[src/rtl/req_debounce_latch_debounce_bit.sv]
`default_nettype none
// ============================================================================
//  Module   : debounce_bit
//  Purpose  : One request channel: 2-flop synchroniser, saturating debounce
//             counter, accepted (stable) level and registered rising pulse.
//  Revision : 1.0
// ============================================================================
module debounce_bit #(
    parameter int DEBOUNCE_CYC = 16
) (
    input  logic clk,
    input  logic rst,
    input  logic sw_in,
    output logic stable,
    output logic rise
);

    localparam int CNT_W = (DEBOUNCE_CYC > 1) ? $clog2(DEBOUNCE_CYC) : 1;
    localparam logic [CNT_W-1:0] c_cnt_max = CNT_W'(DEBOUNCE_CYC - 1);

    logic             r_s1;
    logic             r_s2;
    logic [CNT_W-1:0] r_cnt;
    logic             r_stable;
    logic             r_rise;

    logic             w_differ;
    logic             w_accept;

    assign w_differ = (r_s2 != r_stable);
    assign w_accept = w_differ && (r_cnt == c_cnt_max);

    always_ff @(posedge clk) begin
        if (rst) begin
            r_s1     <= 1'b0;
            r_s2     <= 1'b0;
            r_cnt    <= '0;
            r_stable <= 1'b0;
            r_rise   <= 1'b0;
        end else begin
            r_s1   <= sw_in;
            r_s2   <= r_s1;
            // Pulse lands in the same cycle the new stable level becomes visible.
            r_rise <= w_accept & r_s2;
            if (!w_differ) begin
                r_cnt <= '0;
            end else if (w_accept) begin
                r_stable <= r_s2;
                r_cnt    <= '0;
            end else begin
                r_cnt <= r_cnt + CNT_W'(1);
            end
        end
    end

    assign stable = r_stable;
    assign rise   = r_rise;

endmodule
`default_nettype wire

[src/rtl/req_debounce_latch.sv]
`default_nettype none
// ============================================================================
//  Module   : req_debounce_latch
//  Purpose  : Debounced switch request front-end with optional sticky latch
//             feeding the priority encoder (req) and its enable (any_req).
//  Revision : 1.0
// ============================================================================
module req_debounce_latch #(
    parameter int WIDTH        = 8,
    parameter int DEBOUNCE_CYC = 16
) (
    input  logic             clk,
    input  logic             rst,
    input  logic [WIDTH-1:0] sw_in,
    input  logic             sticky_en,
    input  logic             clr,
    output logic [WIDTH-1:0] req,
    output logic [WIDTH-1:0] rise,
    output logic             any_req
);

    logic [WIDTH-1:0] w_stable;
    logic [WIDTH-1:0] r_lat;

    generate
        for (genvar gi = 0; gi < WIDTH; gi++) begin : g_ch
            debounce_bit #(
                .DEBOUNCE_CYC (DEBOUNCE_CYC)
            ) u_debounce_bit (
                .clk    (clk),
                .rst    (rst),
                .sw_in  (sw_in[gi]),
                .stable (w_stable[gi]),
                .rise   (rise[gi])
            );
        end
    endgenerate

    // Set dominates clear so a flick arriving with clr is never lost.
    always_ff @(posedge clk) begin
        if (rst) begin
            r_lat <= '0;
        end else begin
            r_lat <= (clr ? '0 : r_lat) | rise;
        end
    end

    assign req     = sticky_en ? r_lat : w_stable;
    assign any_req = |req;

endmodule
`default_nettype wire

[config.mk]
export PLATFORM = sky130hd
export DESIGN_NAME = req_debounce_latch
export DESIGN_NICKNAME = d
export VERILOG_FILES = /design/src/rtl/req_debounce_latch_debounce_bit.sv /design/src/rtl/req_debounce_latch.sv
export SDC_FILE = /design/constraint.sdc
export NUM_CORES = 1
export LEC_CHECK = 0
export ABC_AREA = 1
export CAP_MARGIN = 25
export CORE_MARGIN = 8
export CORE_UTILIZATION = 55
export DETAILED_ROUTE_END_ITERATION = 10
export PLACE_DENSITY = 0.85
export SKIP_LAST_GASP = 1
export SYNTH_ARGS = -nofsm -noshare
export SYNTH_HDL_FRONTEND = slang
export SYNTH_HIERARCHICAL = 1
export SYNTH_SLANG_ARGS = --single-unit
[constraint.sdc]
create_clock -name clk -period 1.3 [get_ports clk]
set_input_delay 0.26 -clock clk [delete_from_list [all_inputs] [get_ports clk]]
set_output_delay 0.26 -clock clk [all_outputs]
set_load 0.01 [all_outputs]
==> results.yml, run 1 <==
worst_setup_path:
  startpoint_type: "register"
  crit_path_end_kind: "primary output"
  crit_arrival_ns: 1.22
  crit_fanout: 2
  setup.worst_path.class: "register to primary output"
  required_ns: 1.04
floorplanning:
  boundaryPins: 29
  die_y_um: 87.7
  dieArea_mm2: 0.00769
  core_area_mm2: 0.00504
  die_w_um: 87.7
  initial_core_util: 0.561
  core.rowCount: 26
yosys:
  yosysWarnings: 6
  synth_area_mm2: 0.00283
  synth_compound_area_frac: 0.0142
  ys_ff_latch: 72
  synth_fa_ha_area_frac: 0.0354
  synthMuxAreaShare: 0
  synth_top_family_by_area: "simple AND/OR/NAND/NOR gates"
  synth-simple-area-share: 0.299
  syn_inst: 379
  ys_seq_area_frac: 0.510
  synth_xor_area_frac: 0.0248
  syn_nets: 399
  avgSynthCellArea_um2: 7.46
  synth_cell_types: 14
placement:
  gp_congestion: 0.788
  dp_hpwl_um: 3920
  port-buffer-count: 28
drt:
  drc_errors: 0
  viasPerCell: 4.63
  vias: 2385
  first_pass_iters: 4
  wl_per_cell_um: 11.2
  ant_nets: 0
  first_iter_violations: 115
  drt_wl_total_um: 5780
run:
  maxCapViolCount: 0
pwr:
  leakagePower_nw: 1.77
  p_per_area_mw_per_mm2: 1180
  pwr-share-clk: 0.413
  p_comb_frac: 0.057
  p_seq_frac: 0.530
  max-vdd-ir-drop_mv: 0.599
  swShare: 0.215
  power.internal_mw: 3.34
  p_switching_mw: 0.914
  finalPower_mw: 4.25
timing:
  setup_viol: 3
  fmax_mhz: 674
  whs_ns: 0.403
  timing.final.crit_share: 1.14
  rsz0062_at_grt: "true"
  final_hold_viol_count: 0
  skew_ns: 0.00677
  final_max_slew_viol_count: 0
  post-route-min-period_ns: 1.48
  worst_slack_ns: -0.183
  worst_slew_pin_slew_ns: 0.305
  max-slew-margin-rel: 0.796
final_layout:
  drive_gt1_frac: 0.173
  diodes: 0
  area_delta_synth_final_pct: 27.4
  nets: 460
clocking:
  clkTransAtPathRegs_ns: 0.07
  cts_buffer_depth: 2
  cts_tree: "built"
  numCtsBuffers: 9
  clockRootBuffer: "clkbuf_8"
  cts_sinks: 72
  clock_latency_ns: 0.34
  htree_levels: 3
min_path:
  min_path_type: "register to register"
global_routing:
  grt-ovfl-total: 0
  grt_antenna_before_repair: 0
  first_global_vias: 2345
  grt_use_total: 0.159
  grt_pass1_wl_um: 9540
  grt_max_degree: 20
outcome:
  violations: "setup timing"
  status: "complete, but fails checks"
layout make-up:
class,count,area (um^2)
Sequential cell,72,1460
Fill cell,372,1440
Inverter,82,315
Multi-Input combinational cell,223,1060
Tap cell,70,87.6
Timing Repair Buffer,52,480
Clock inverter,3,40.0
Clock buffer,13,159
per-layer routing:
metal	wire length, um	global-route usage	part of all wire
met5	0	0	0
met4	158	0.103	0.027
met3	254	0.0356	0.044
met2	2910	0.294	0.50
met1	2460	0.156	0.43
final timing paths:
kind         slack (ns)                     startpoint                              end  depth (start not counted)
max               -0.18  g_ch[5].u_debounce_bit/stable                          any_req                          7
min                0.40    g_ch[3].u_debounce_bit/r_s1      g_ch[3].u_debounce_bit/r_s2                          2
max reg2reg        0.10  g_ch[1].u_debounce_bit/stable  g_ch[1].u_debounce_bit/r_cnt[3]                          8
min reg2reg        0.40    g_ch[3].u_debounce_bit/r_s1      g_ch[3].u_debounce_bit/r_s2                          2
flip-flops by register name, indices dropped and copies added, names as in the netlist:
| register | flops |
|---|---|
| g_ch.u_debounce_bit/r_cnt | 32 |
| g_ch.u_debounce_bit/r_s1 | 8 |
| g_ch.u_debounce_bit/r_s2 | 8 |
| g_ch.u_debounce_bit/rise | 8 |
| g_ch.u_debounce_bit/stable | 8 |
| r_lat | 8 |
kinds of logic (layout without fill, tap and decap cells):
| group | Yosys count | after routing |
|---|---|---|
| and+or+nand+nor | 199 | 199 |
| buffers and inverters | 84 | 150 |
| DFF | 72 | 72 |
| adders and majority gates | 8 | 8 |
| AOI/OAI and AO/OA | 8 | 8 |
| xor gates and xnor gates | 8 | 8 |
cells in the final DEF, fill, tap and decap left out:
cell type and instances:
a21oi_1 8, buf_12 2, buf_2 3, buf_4 21, buf_6 6, bufinv_16 1, clkbuf_1 2, clkbuf_16 1
clkbuf_2 1, clkbuf_8 11, clkdlybuf4s50_1 10, clkinv_2 2, dfxtp_1 59, dfxtp_2 13, dlygate4sd2_1 8, ha_1 8
inv_1 77, inv_2 4, inv_8 1, nand2_1 82, nand2_2 3, nand3_1 16, nand3_2 8, nand4_1 8
nor2_1 74, nor3_1 8, xnor2_1 8
what timing repair did:
action,in CTS,in global routing
hold buffers,0,0
pin swaps,2,9
setup buffers,1,4
setup endpoints to repair,17,9
cloned,0,1
gates resized for setup,56,17
worst max-delay path: stages (launching register included):
cell     delay (ns)
dfxtp_2        0.33
inv_1          0.07
nand2_1        0.06
nand2_1        0.09
nand2_1        0.06
nor2_1         0.10
nand2_1        0.06
buf_6          0.12
cells in the mapped netlist:
cell type,n,area (um^2)
nand3_2,8,80.1
buf_6,1,11.3
nor2_1,74,278
clkbuf_1,1,3.75
xnor2_1,8,70.1
dfxtp_1,72,1440
inv_8,1,11.3
nor3_1,8,40.0
ha_1,8,100
a21oi_1,8,40.0
inv_1,81,304
nand3_1,16,80.1
nand4_1,8,50.1
nand2_1,85,319
metrics by stage:
step	cell area, um^2	TNS (ns)	setup WS, ns	util	cells
after CTS	3520	-0.276	-0.195	0.697	510
final	3600	-0.324	-0.183	0.715	515
after floorplan	2830	0	0.278	-	379
after detailed placement	3340	-6.39	-0.735	0.663	493
after global placement	3340	-5.80	-0.695	0.663	493
after global routing	3600	-0.719	-0.264	0.715	515
power by group through the flow:
stage                     Combinational, mW  Clock (mW)  Sequential (mW)
after floorplan                       0.105           0             2.30
after global placement                0.219           0             2.30
after detailed placement              0.227           0             2.30
after CTS                             0.217        1.80             2.25
after global routing                  0.269        1.89             2.26
final                                 0.241        1.76             2.25
Power figures use the tool's default switching activity.
==> inputs of run 2 (changes only) <==
Settings changed: CORE_MARGIN 8 to default, HOLD_SLACK_MARGIN from default to 0.1.
==> results.yml, run 2 (same netlist as run 1, synthesis figures left out) <==
global_routing:
  grt-ovfl-total: 0
  grt_max_degree: 20
  grt_pass1_wl_um: 9160
  grt_use_total: 0.225
  grt_antenna_before_repair: 0
  first_global_vias: 2230
floorplanning:
  core.rowCount: 25
  core_area_mm2: 0.00485
  boundaryPins: 29
  dieArea_mm2: 0.00543
  die_w_um: 73.7
  die_y_um: 73.7
  initial_core_util: 0.583
final_layout:
  mostFrequentLayoutCells: "nand2_1, nor2_1, inv_1, dfxtp_1, buf_4"
  largest_reg_flops: 32
  fillCellCount: 335
  nets: 460
  multi_input_area_mm2: 0.00108
  drive_gt1_frac: 0.207
  area_delta_synth_final_pct: 29.2
  layout_commonest_cell: "nand2_1"
  finalInstanceArea_mm2: 0.00365
  top_register: "g_ch.u_debounce_bit/r_cnt"
  ff_latch_area_mm2: 0.00146
  diodes: 0
run:
  maxCapViolCount: 0
timing:
  final_hold_viol_count: 0
  final_max_slew_viol_count: 0
  setup_viol: 4
  max-slew-margin-rel: 0.797
  timing.final.crit_share: 1.13
  rsz0062_at_grt: "true"
  post-route-min-period_ns: 1.47
  fmax_mhz: 679
  worst_slew_pin_slew_ns: 0.304
  whs_ns: 0.405
  skew_ns: 0.00904
  worst_slack_ns: -0.173
drt:
  first_pass_iters: 5
  wl_met2_um: 3110
  drc_errors: 0
  vias: 2446
  viasPerCell: 4.78
  ant_nets: 0
  wl_per_cell_um: 11.4
  wl_met1_um: 2390
  first_iter_violations: 130
  routed.top_layer: "met4"
  drt_wl_total_um: 5830
  wl_met3_um: 251
clocking:
  hold_buffers: 0
  clockRootBuffer: "clkbuf_8"
  numCtsBuffers: 9
  cts_buffer_depth: 2
  cts_tree: "built"
  cts_sinks: 72
  htree_levels: 3
  clock_latency_ns: 0.34
  clkTransAtPathRegs_ns: 0.08
placement:
  port-buffer-count: 28
  placed_cell_area_mm2: 0.00335
  gp_congestion: 0.805
  post-place-ws_ns: -0.727
  dp_hpwl_um: 3730
outcome:
  status: "complete, but fails checks"
  violations: "setup timing"
pwr:
  max-vdd-ir-drop_mv: 1.22
  p_per_area_mw_per_mm2: 1250
  leakagePower_nw: 1.78
worst_setup_path:
  setup.worst_path.class: "register to primary output"
  required_ns: 1.04
  startpoint_type: "register"
  crit_arrival_ns: 1.21
  crit_fanout: 2
  crit_path_end_kind: "primary output"
min_path:
  min_path_type: "register to register"
-- run 2: critical path, cell delays in order (launching register included) --
cell and delay (ns):
dfxtp_2 0.33, inv_1 0.05, nand2_1 0.06, nand2_1 0.09, nand2_1 0.07, nor2_1 0.09
nand2_1 0.05, buf_2 0.13
-- run 2: layer usage --
metal,GRT usage,vias up
li1,-,1255
met1,0.230,1117
met2,0.424,64
met3,0.0658,10
met4,0.0919,0
met5,0,-
-- run 2: power by group --
group          internal (mW)  switching [mW]
Clock                   1.27           0.809
Sequential              2.23          0.0185
Combinational          0.126           0.131
Total                   3.63           0.958
-- run 2: worst paths after layout --
path	end	slack [ns]	cells after the start	start
setup / recovery	any_req	-0.17	7	g_ch[2].u_debounce_bit/stable
hold / removal	g_ch[7].u_debounce_bit/r_s2	0.41	2	g_ch[7].u_debounce_bit/r_s1
setup reg to reg	g_ch[2].u_debounce_bit/r_cnt[1]	0.11	7	g_ch[2].u_debounce_bit/stable
hold reg to reg	g_ch[7].u_debounce_bit/r_s2	0.41	2	g_ch[7].u_debounce_bit/r_s1
-- run 2: stage by stage --
step / std cells / power, mW / util / TNS [ns]
after CTS: 510 / 4.59 / 0.740 / -0.196
final: 512 / 4.59 / 0.754 / -0.293
after global placement: 492 / 2.52 / 0.692 / -5.69
after detailed placement: 492 / 2.53 / 0.692 / -6.50
after global routing: 512 / 4.74 / 0.754 / -0.825
after floorplan: 379 / 2.41 / - / 0
-- run 2: timing repair --
item                                    CTS  global route
endpoints found under the setup margin   17            10
pin swaps                                 2            14
gates cloned                              1             0
gates resized for setup                  62            26
buffers inserted                          1             2
-- run 2: final cells by class --
| class | instances | area share |
|---|---|---|
| Tap cell | 67 | 0.0229 |
| Inverter | 82 | 0.0863 |
| Clock inverter | 6 | 0.0294 |
| Timing Repair Buffer | 52 | 0.131 |
| Clock buffer | 10 | 0.0349 |
| Sequential cell | 72 | 0.400 |
| Multi-Input combinational cell | 223 | 0.295 |
